--- src/rtl/gpr_wb_arb_if.sv ---
// Bundle of the three GPR write producers, the scoreboard allocate port,
// the busy scoreboard and the registered GPR write port.
//   master : the producers / issue logic / GPR file side
//   slave  : the arbiter (gpr_wb_arb)
// Parameter DW sets the rd data width.
interface gpr_wb_arb_if #(
  parameter int unsigned DW = 64
);

  // Port 0: main-pipeline WB
  logic          p0_valid;
  logic          p0_ready;
  logic [4:0]    p0_idx;
  logic [DW-1:0] p0_data;

  // Port 1: FPU/VPU integer-result return
  logic          p1_valid;
  logic          p1_ready;
  logic [4:0]    p1_idx;
  logic [DW-1:0] p1_data;

  // Port 2: load return
  logic          p2_valid;
  logic          p2_ready;
  logic [4:0]    p2_idx;
  logic [DW-1:0] p2_data;

  // Long-latency destination allocation and scoreboard
  logic          alloc_en;
  logic [4:0]    alloc_idx;
  logic [31:0]   busy;

  // GPR write port
  logic          wr_en;
  logic [4:0]    wr_idx;
  logic [DW-1:0] wr_data;

  modport master (
    output p0_valid, p0_idx, p0_data,
    output p1_valid, p1_idx, p1_data,
    output p2_valid, p2_idx, p2_data,
    output alloc_en, alloc_idx,
    input  p0_ready, p1_ready, p2_ready,
    input  busy, wr_en, wr_idx, wr_data
  );

  modport slave (
    input  p0_valid, p0_idx, p0_data,
    input  p1_valid, p1_idx, p1_data,
    input  p2_valid, p2_idx, p2_data,
    input  alloc_en, alloc_idx,
    output p0_ready, p1_ready, p2_ready,
    output busy, wr_en, wr_idx, wr_data
  );

endinterface

--- src/rtl/gpr_wb_arb.sv ---
// GPR write-port arbiter. Port 0 (WB) has priority; ports 1 (FPU/VPU) and
// 2 (load return) share the remaining slots round-robin. The winner is
// registered into a one-stage GPR write output. A 32-bit busy scoreboard
// tracks destinations with outstanding port 1/2 writes.
//
// Ports:
//   clk  - clock, rising edge
//   rst  - asynchronous active-low reset
//   bus  - gpr_wb_arb_if.slave: p0/p1/p2 valid/ready/idx/data, alloc_en/
//          alloc_idx, busy, wr_en/wr_idx/wr_data
//
// Optional feature macro: GPR_WB_STARVE_GUARD_EN
//   Defined   : a port 1/2 request losing STARVE_MAX consecutive cycles to
//               port 0 is forced through on the next cycle.
//   Undefined : strict port 0 priority, no starvation counter.
module gpr_wb_arb #(
  parameter int unsigned DW         = 64,
  parameter int unsigned STARVE_MAX = 7
) (
  input  logic           clk,
  input  logic           rst,
  gpr_wb_arb_if.slave    bus
);

  // Elaboration-time sanity check on the starvation threshold
  if (STARVE_MAX == 0) begin : g_cfg_check
    $error("gpr_wb_arb: STARVE_MAX must be at least 1");
  end

  // Round-robin pointer encoding: which of ports 1/2 is favoured
  localparam logic RR_P1 = 1'b0;
  localparam logic RR_P2 = 1'b1;

  logic          rr_ptr;
  logic          req12;
  logic          pick2;
  logic          p0_ok;
  logic          gnt0;
  logic          gnt12;
  logic          gnt1;
  logic          gnt2;
  logic          any_gnt;
  logic [4:0]    sel_idx;
  logic [DW-1:0] sel_data;

  logic          wr_en_q;
  logic [4:0]    wr_idx_q;
  logic [DW-1:0] wr_data_q;
  logic          wr_src12_q;
  logic [31:0]   busy_q;
  logic [31:0]   busy_nxt;

  assign req12 = bus.p1_valid | bus.p2_valid;

  // Port 2 wins the 1/2 slot if it is the only requester or the pointer favours it
  assign pick2 = bus.p2_valid & (~bus.p1_valid | (rr_ptr == RR_P2));

`ifdef GPR_WB_STARVE_GUARD_EN
  localparam int unsigned CW = (STARVE_MAX < 2) ? 1 : $clog2(STARVE_MAX + 1);

  logic [CW-1:0] starve_cnt;
  logic          force12;

  // Threshold reached with a 1/2 request still waiting: port 0 yields
  assign force12 = req12 & (starve_cnt == CW'(STARVE_MAX));
  assign p0_ok   = ~force12;

  // Consecutive cycles a waiting port 1/2 request has lost to port 0
  always_ff @(posedge clk or negedge rst) begin
    if (!rst) begin
      starve_cnt <= '0;
    end else if (gnt12 || !req12) begin
      starve_cnt <= '0;
    end else if (starve_cnt != CW'(STARVE_MAX)) begin
      starve_cnt <= starve_cnt + CW'(1);
    end
  end
`else
  assign p0_ok = 1'b1;
`endif

  // Grant decode; nothing is granted while reset is asserted
  assign gnt0    = rst & p0_ok & bus.p0_valid;
  assign gnt12   = rst & req12 & ~(p0_ok & bus.p0_valid);
  assign gnt1    = gnt12 & ~pick2;
  assign gnt2    = gnt12 & pick2;
  assign any_gnt = gnt0 | gnt12;

  assign bus.p0_ready = rst & p0_ok;
  assign bus.p1_ready = gnt1;
  assign bus.p2_ready = gnt2;

  // Winner payload mux
  always_comb begin
    sel_idx  = bus.p0_idx;
    sel_data = bus.p0_data;
    if (gnt1) begin
      sel_idx  = bus.p1_idx;
      sel_data = bus.p1_data;
    end else if (gnt2) begin
      sel_idx  = bus.p2_idx;
      sel_data = bus.p2_data;
    end
  end

  // Round-robin pointer moves to the other port after a port 1/2 grant
  always_ff @(posedge clk or negedge rst) begin
    if (!rst) begin
      rr_ptr <= RR_P1;
    end else if (gnt12) begin
      rr_ptr <= pick2 ? RR_P1 : RR_P2;
    end
  end

  // Output stage; x0 writes are accepted but never enable the GPR write
  always_ff @(posedge clk or negedge rst) begin
    if (!rst) begin
      wr_en_q    <= 1'b0;
      wr_idx_q   <= '0;
      wr_data_q  <= '0;
      wr_src12_q <= 1'b0;
    end else begin
      wr_en_q <= any_gnt & (sel_idx != 5'd0);
      if (any_gnt) begin
        wr_idx_q   <= sel_idx;
        wr_data_q  <= sel_data;
        wr_src12_q <= gnt12;
      end
    end
  end

  // Scoreboard update: clear on a completing port 1/2 write, set on alloc (set wins)
  always_comb begin
    busy_nxt = busy_q;
    if (wr_en_q && wr_src12_q) begin
      busy_nxt[wr_idx_q] = 1'b0;
    end
    if (bus.alloc_en && (bus.alloc_idx != 5'd0)) begin
      busy_nxt[bus.alloc_idx] = 1'b1;
    end
  end

  always_ff @(posedge clk or negedge rst) begin
    if (!rst) begin
      busy_q <= '0;
    end else begin
      busy_q <= busy_nxt;
    end
  end

  assign bus.wr_en   = wr_en_q;
  assign bus.wr_idx  = wr_idx_q;
  assign bus.wr_data = wr_data_q;
  assign bus.busy    = busy_q;

endmodule

--- src/flat_wrapper.sv ---
// flat-port wrapper written by rule: the top's interface ports become plain ports
module gpr_wb_arb_flat 
#(
  parameter int unsigned DW         = 64,
  parameter int unsigned STARVE_MAX = 7
)
  (clk, rst, bus_p0_valid, bus_p0_idx, bus_p0_data, bus_p1_valid, bus_p1_idx, bus_p1_data, bus_p2_valid, bus_p2_idx, bus_p2_data, bus_alloc_en, bus_alloc_idx, bus_p0_ready, bus_p1_ready, bus_p2_ready, bus_busy, bus_wr_en, bus_wr_idx, bus_wr_data);
  gpr_wb_arb_if #(.DW(DW)) bus_i ();
  input  logic clk;
  input  logic rst;
  input wire logic [$bits(bus_i.p0_valid)-1:0] bus_p0_valid;
  input wire logic [$bits(bus_i.p0_idx)-1:0] bus_p0_idx;
  input wire logic [$bits(bus_i.p0_data)-1:0] bus_p0_data;
  input wire logic [$bits(bus_i.p1_valid)-1:0] bus_p1_valid;
  input wire logic [$bits(bus_i.p1_idx)-1:0] bus_p1_idx;
  input wire logic [$bits(bus_i.p1_data)-1:0] bus_p1_data;
  input wire logic [$bits(bus_i.p2_valid)-1:0] bus_p2_valid;
  input wire logic [$bits(bus_i.p2_idx)-1:0] bus_p2_idx;
  input wire logic [$bits(bus_i.p2_data)-1:0] bus_p2_data;
  input wire logic [$bits(bus_i.alloc_en)-1:0] bus_alloc_en;
  input wire logic [$bits(bus_i.alloc_idx)-1:0] bus_alloc_idx;
  output wire logic [$bits(bus_i.p0_ready)-1:0] bus_p0_ready;
  output wire logic [$bits(bus_i.p1_ready)-1:0] bus_p1_ready;
  output wire logic [$bits(bus_i.p2_ready)-1:0] bus_p2_ready;
  output wire logic [$bits(bus_i.busy)-1:0] bus_busy;
  output wire logic [$bits(bus_i.wr_en)-1:0] bus_wr_en;
  output wire logic [$bits(bus_i.wr_idx)-1:0] bus_wr_idx;
  output wire logic [$bits(bus_i.wr_data)-1:0] bus_wr_data;
  assign bus_i.p0_valid = bus_p0_valid;
  assign bus_i.p0_idx = bus_p0_idx;
  assign bus_i.p0_data = bus_p0_data;
  assign bus_i.p1_valid = bus_p1_valid;
  assign bus_i.p1_idx = bus_p1_idx;
  assign bus_i.p1_data = bus_p1_data;
  assign bus_i.p2_valid = bus_p2_valid;
  assign bus_i.p2_idx = bus_p2_idx;
  assign bus_i.p2_data = bus_p2_data;
  assign bus_i.alloc_en = bus_alloc_en;
  assign bus_i.alloc_idx = bus_alloc_idx;
  assign bus_p0_ready = bus_i.p0_ready;
  assign bus_p1_ready = bus_i.p1_ready;
  assign bus_p2_ready = bus_i.p2_ready;
  assign bus_busy = bus_i.busy;
  assign bus_wr_en = bus_i.wr_en;
  assign bus_wr_idx = bus_i.wr_idx;
  assign bus_wr_data = bus_i.wr_data;
  gpr_wb_arb #(.DW(DW), .STARVE_MAX(STARVE_MAX)) u_core (.clk(clk), .rst(rst), .bus(bus_i));
endmodule
--- config.mk ---
export PLATFORM = sky130hd
export DESIGN_NAME = gpr_wb_arb_flat
export DESIGN_NICKNAME = d
export VERILOG_FILES = /design/src/rtl/gpr_wb_arb_if.sv /design/src/rtl/gpr_wb_arb.sv /design/src/flat_wrapper.sv
export SDC_FILE = /design/constraint.sdc
export NUM_CORES = 1
export LEC_CHECK = 0
export BUFFER_PORTS_ARGS = -buffer_cell sky130_fd_sc_hd__buf_2
export CAP_MARGIN = 25
export CORE_AREA = 2 2 124 126
export CTS_CLUSTER_SIZE = 25
export DETAILED_ROUTE_END_ITERATION = 6
export DIE_AREA = 0 0 126 128
export GPL_TIMING_DRIVEN = 0
export HOLD_SLACK_MARGIN = 0.02
export PLACE_DENSITY = 0.76
export SLEW_MARGIN = 20
export SYNTH_ARGS = -nofsm -noshare
export SYNTH_HDL_FRONTEND = slang
export SYNTH_SLANG_ARGS = --single-unit
--- constraint.sdc ---
create_clock -name clk -period 2.11 [get_ports clk]
set_input_delay 0.1055 -clock clk [delete_from_list [all_inputs] [get_ports clk]]
set_output_delay 0.1055 -clock clk [all_outputs]
set_load 0.005 [all_outputs]
# After elaboration in Yosys (flattened, before gate mapping)

Cells that the tools add are included.

Input bits: 218
Flip-flop bits (word level): 104
Output and inout port bits: 105

Mux-type cells: 11
Magnitude comparators: 4
Reduce and logical (&&, ||, !) cells: 6
Bitwise logic cells: 16

Operators by type and width:

| cell                 | number |
|---|---|
| $mux W64             | 2 |
| $mux W32             | 2 |
| $and A32 B32 Y32     | 1 |
| $not A32 Y32         | 1 |
| $or A32 B32 Y32      | 1 |
| $lt A5 B6 Y1 const B | 2 |
| $demux W1 S5         | 2 |
| $ge A5 B1 Y1 const B | 2 |
| $mux W5              | 2 |
| $reduce_bool A5 Y1   | 2 |
| $and A1 B1 Y1        | 7 |
| $logic_and A1 B1 Y1  | 4 |
| $mux W1              | 3 |
| $not A1 Y1           | 3 |
| $or A1 B1 Y1         | 3 |

# Logic depth before layout (Yosys ltp)

Depth in word-level cells: 9
Gate-level depth with buffers: 7
Gate-level depth less buffers: 6

# Least setup slack after synthesis

No wires, ideal clock.

Path kind: reg2reg
Start: register u_core.rr_ptr
End: register u_core.wr_en_q (netlist: u_core.bus.wr_en)
Arrival time: 1.532 ns
Cell stages (with the launch flop): 8
Slack: 0.436 ns
Data required time: 1.968 ns
Setup time: 0.142 ns
Cells stage by stage: dfrtp_1 > nand2b_1 > and3_4 > buf_6 > buf_6 > a222oi_1 > and3_1 > a31oi_1

Longest elaborated chain between the ends: 7
Elaborated cells on any way between the ends: 9

RTL lines:

| element                                     | RTL line                            | RTL |
|---|---|---|
| start: declaration                          | gpr_wb_arb.sv:34                    | `logic rr_ptr;` |
| start signal: assignment                    | gpr_wb_arb.sv:111                   | `rr_ptr <= pick2 ? RR_P1 : RR_P2;` |
| $or A1 B1 Y1 *                              | gpr_wb_arb.sv:56                    | `assign pick2 = bus.p2_valid & (~bus.p1_valid \| (rr_ptr == RR_P2));` |
| $and A1 B1 Y1 *                             | gpr_wb_arb.sv:56                    |  |
| $and A1 B1 Y1 or $not A1 Y1 (tied branches) | gpr_wb_arb.sv:86, gpr_wb_arb.sv:85  |  |
| $mux W5 or $and A1 B1 Y1 (tied branches)    | gpr_wb_arb.sv:100, gpr_wb_arb.sv:85 |  |
| $mux W5 *                                   | gpr_wb_arb.sv:97                    | `if (gnt1) begin` |
| $reduce_bool A5 Y1 *                        | gpr_wb_arb.sv:123                   | `wr_en_q <= any_gnt & (sel_idx != 5'd0);` |
| $and A1 B1 Y1 *                             | gpr_wb_arb.sv:123                   |  |
| end signal: assignment                      | gpr_wb_arb.sv:123                   |  |
| end: declaration                            | gpr_wb_arb.sv:46                    | `logic wr_en_q;` |

Mark *: on every way between the ends. The rest lies on a longest branch, timed or not.
A chain may end at the register's enable or synchronous reset.

# Worst setup path in the final report

Ends and elaborated chain as after synthesis.

==> summary.md <==
| Metric | Value |
|---|---|
| Mapped Area | roughly 5400 um^2 |
| Sequential-to-total area share from yosys stat | 48.6% |
| Finished Core Util | 51.6% |
| Initial antenna violation count | 1 |
| Avg Vias per Cell | about 5.1 |
| Ports | 323 |
| WL final | 18,200 um |
| Storage element area | 2600 um^2 |
| RSZ-0062 raised after global routing | no |
| Cells along the critical path | nand2b_1, and3_4, buf_6, buf_6, a222oi_1, and3_1, a31oi_1 |
| Synth warn | 0 |
| CP delay by family, top | simple AND/OR/NAND/NOR gates |
| Final setup vio count | 0 |
| Max-Cap Viols | 0 |
| CTS Sinks | 104 |
| Core Region | 14,900 um^2 |
| Status | completed |
| Slew @ Worst Pin | 0.661 ns |
| Final Critical Period | 1.89 ns |
| Share of layout cells above drive strength 1 | 41.6% |
| Reg-to-reg slack, setup | roughly 0.22 ns |
| Vias in the first global route | between 5,000 and 6,000 |
| Initial core utilization | 36.0% |
| Synth Area per Inst | 10.2 um^2 |
| Die Ht | roughly 130 um |
| Distinct cells, synth | 28 |
| Crit-path slowest cell | a222oi_1 |
| Area leader, netlist | dfrtp_1 |
| Area Overhead vs Synth | 43.2% |
| PD cells | 747 nW/um^2 |
| R2R Path End | u_core.bus.wr_en$_DFF_PN0_ |
| Most frequent cells in the layout | buf_2 (328), dfrtp_1 (104), nor2_1 (71) |
| DR iter-0 viols | 296 |
| Hpwl dp | 14,000 um |
| Pre-CTS setup slack | -0.368 ns |
| Cell row count | 45 |
| Routed wire per std cell | 17.1 um |
| H-tree levels | 3 |
| Fmax | 530 MHz |
| FF+latch count, synth | 104 |
| PnR worst setup slack | ~0.22 ns |
| Clk Latency, worst-skew pair | 0.34 ns |
| Max Root-Sink Buffers | 2 |
| Worst Setup Start Kind | flop |
| Period utilisation layout | between 80% and 90% |
| GPL Wtd Cong | 0.855 |
| CTS tree | done |
| Remaining global-route overflow | 0 |
| Critical path type | flop to flop |
| Multi-input logic area | 2520 um^2 |
| First-pass GRT wire length | 28,000 um |
| Crit-path most repeated cell | buf_6 |
| Max incr delay on CP | between 0.4 and 0.5 ns |
| All-Layer GR Usage | 21.9% |
| Worst rel slew slack | 56.0% |
| CP Max Fanout | 10 |
| Vias after detailed routing | around 5,400 |
| Hold slack | 0.0395 ns |
| Drt pass-1 iters | 5 |
| Fin. max-slew vios | 0 |
| Final hold viol count | 0 |
| CP arrival | 2.09 ns |
| Worst path required time | 2.31 ns |
| Post-Syn Nets | 745 |
| Stages on worst setup path | 7 |
| FILL cells | 1,412 |
| Clock Skew | 0.0109 ns |
| CP bufs+invs | 2 |
| Nets | 1,086 |
| Worst R2R Start | u_core.rr_ptr$_DFFE_PN0P_ |
| IO buf count | 322 |
| Leak | 3.88 nW |
| Top cell type's share of synthesized area | between 40 and 50% |
| # DRC | 0 |
| Critical Path End Type | flop |
| Root Buffer | clkbuf_16 |
| Worst Hold Class | primary input to flop |
| Critical Path End | u_core.bus.wr_en$_DFF_PN0_ |
| Die extent in x | ~130 um |
| Launch point of the worst path | u_core.rr_ptr$_DFFE_PN0P_ |
| Top cells by area, synth | dfrtp_1 (49%), mux2i_1 (12%), a211oi_1 (9.0%) |
| Reg2Reg Depth | 7 |
| Die ar. | 16,100 um^2 |
| Syn Inst Count | 527 |
| Clk pin slew, worst setup/hold paths | 0.06 ns |
| Most common cell after layout, fill and taps aside | buf_2 |
| Pin count of the biggest net entering global routing | 58 |
| TritonCTS buffer count | 9 |
| Remaining antenna violation count after routing | 0 |
| Maximum VDD drop | 0.416 mV |
layer usage:
| metal | up-vias | wire length (um) | track usage [%] |
|---|---|---|---|
| met2 | 231 | 9090 | 38.6 |
| met1 | 2572 | 7690 | 27.7 |
| met5 | - | 0 | 0 |
| met3 | 15 | 1180 | 4.72 |
| met4 | 0 | 199 | 4.78 |
| li1 | 2630 | - | - |
cells in the mapped netlist:
cell and n:
mux2i_1 64, clkbuf_1 24, a22oi_1 1, a211oi_1 64, o21ai_0 69, nand3_1 4
a222oi_1 5, a21oi_1 1, buf_6 8, or3_1 3, nand3b_1 8, buf_4 1
a31oi_1 2, and3_1 1, o31ai_1 1, and3_4 1, nor2b_4 1, buf_2 6
nand2_1 14, dfrtp_1 104, o21a_1 1, buf_1 3, nand4_1 1, inv_1 2
nand2b_1 1, nor2_1 71, or3b_2 2, a21o_1 64
stage by stage:
| stage | cell area [um^2] | TNS, ns | cells | power (mW) |
|---|---|---|---|---|
| after floorplan | 5360 | 0 | 527 | 3.19 |
| after global placement | 7200 | -148.60 | 1037 | 3.98 |
| after detailed placement | 7240 | -18.17 | 1039 | 4.03 |
| after CTS | 7660 | 0 | 1061 | 5.78 |
| after global routing | 7660 | 0 | 1061 | 6.07 |
| final | 7670 | 0 | 1062 | 5.73 |
logic make-up (layout without fill, tap and decap cells):
kind of cell / count (synthesis) / count (layout) / synth area share (%)
muxes: 64 / 64 / 12.0
buffers and inverters: 44 / 390 / 4.42
other: 0 / 1 / 0
DFF: 104 / 104 / 48.6
and+or+nand+nor: 107 / 107 / 8.95
AOI/OAI and AO/OA: 208 / 208 / 26.1
state kept, by name, summed over array words and instances, names as in the netlist:
| signal | flops |
|---|---|
| u_core.bus.wr_en | 1 |
| u_core.bus.busy | 32 |
| u_core.wr_src12_q | 1 |
| u_core.rr_ptr | 1 |
| u_core.bus.wr_data | 64 |
| u_core.bus.wr_idx | 5 |
what timing repair did:
| action | CTS | global route |
|---|---|---|
| hold endpoints to repair | 48 | 0 |
| setup buffers | 0 | 0 |
| gates cloned | 0 | 0 |
| resized for setup | 1 | 4 |
| setup endpoints to repair | 1 | 7 |
| hold buffers | 6 | 0 |
cell type report:
cell class / instances / area share (%)
diodes: 1 / 0.0326
plain buffers: 42 / 3.02
clock buffers: 11 / 3.17
clock inverters: 5 / 0.800
inverters: 2 / 0.0979
multi-input cells: 379 / 32.8
flip-flops and latches: 104 / 33.9
well taps: 188 / 3.07
repair buffers: 330 / 23.0
power breakdown:
group	internal (mW)	total (mW)	switching [mW]
clock	0.963	1.72	0.753
sequential	2.36	2.56	0.203
combinational	0.730	1.45	0.718
worst min path at each step:
stage,startpoint,endpoint,slack [ns],cells after the start
6_report,bus_p2_valid,u_core.rr_ptr$_DFFE_PN0P_,0.04,2
4_1_cts,bus_p2_valid,u_core.rr_ptr$_DFFE_PN0P_,0.02,2
2_1_floorplan,rst,u_core.bus.busy[0]$_DFF_PN0_,-0.19,0
3_3_place_gp,bus_p2_valid,u_core.rr_ptr$_DFFE_PN0P_,0.38,2
5_1_grt,bus_p2_valid,u_core.rr_ptr$_DFFE_PN0P_,0.03,2
3_5_place_dp,rst,u_core.bus.wr_data[43]$_DFFE_PN0P_,0.07,1
Power figures use the tool's default switching activity.
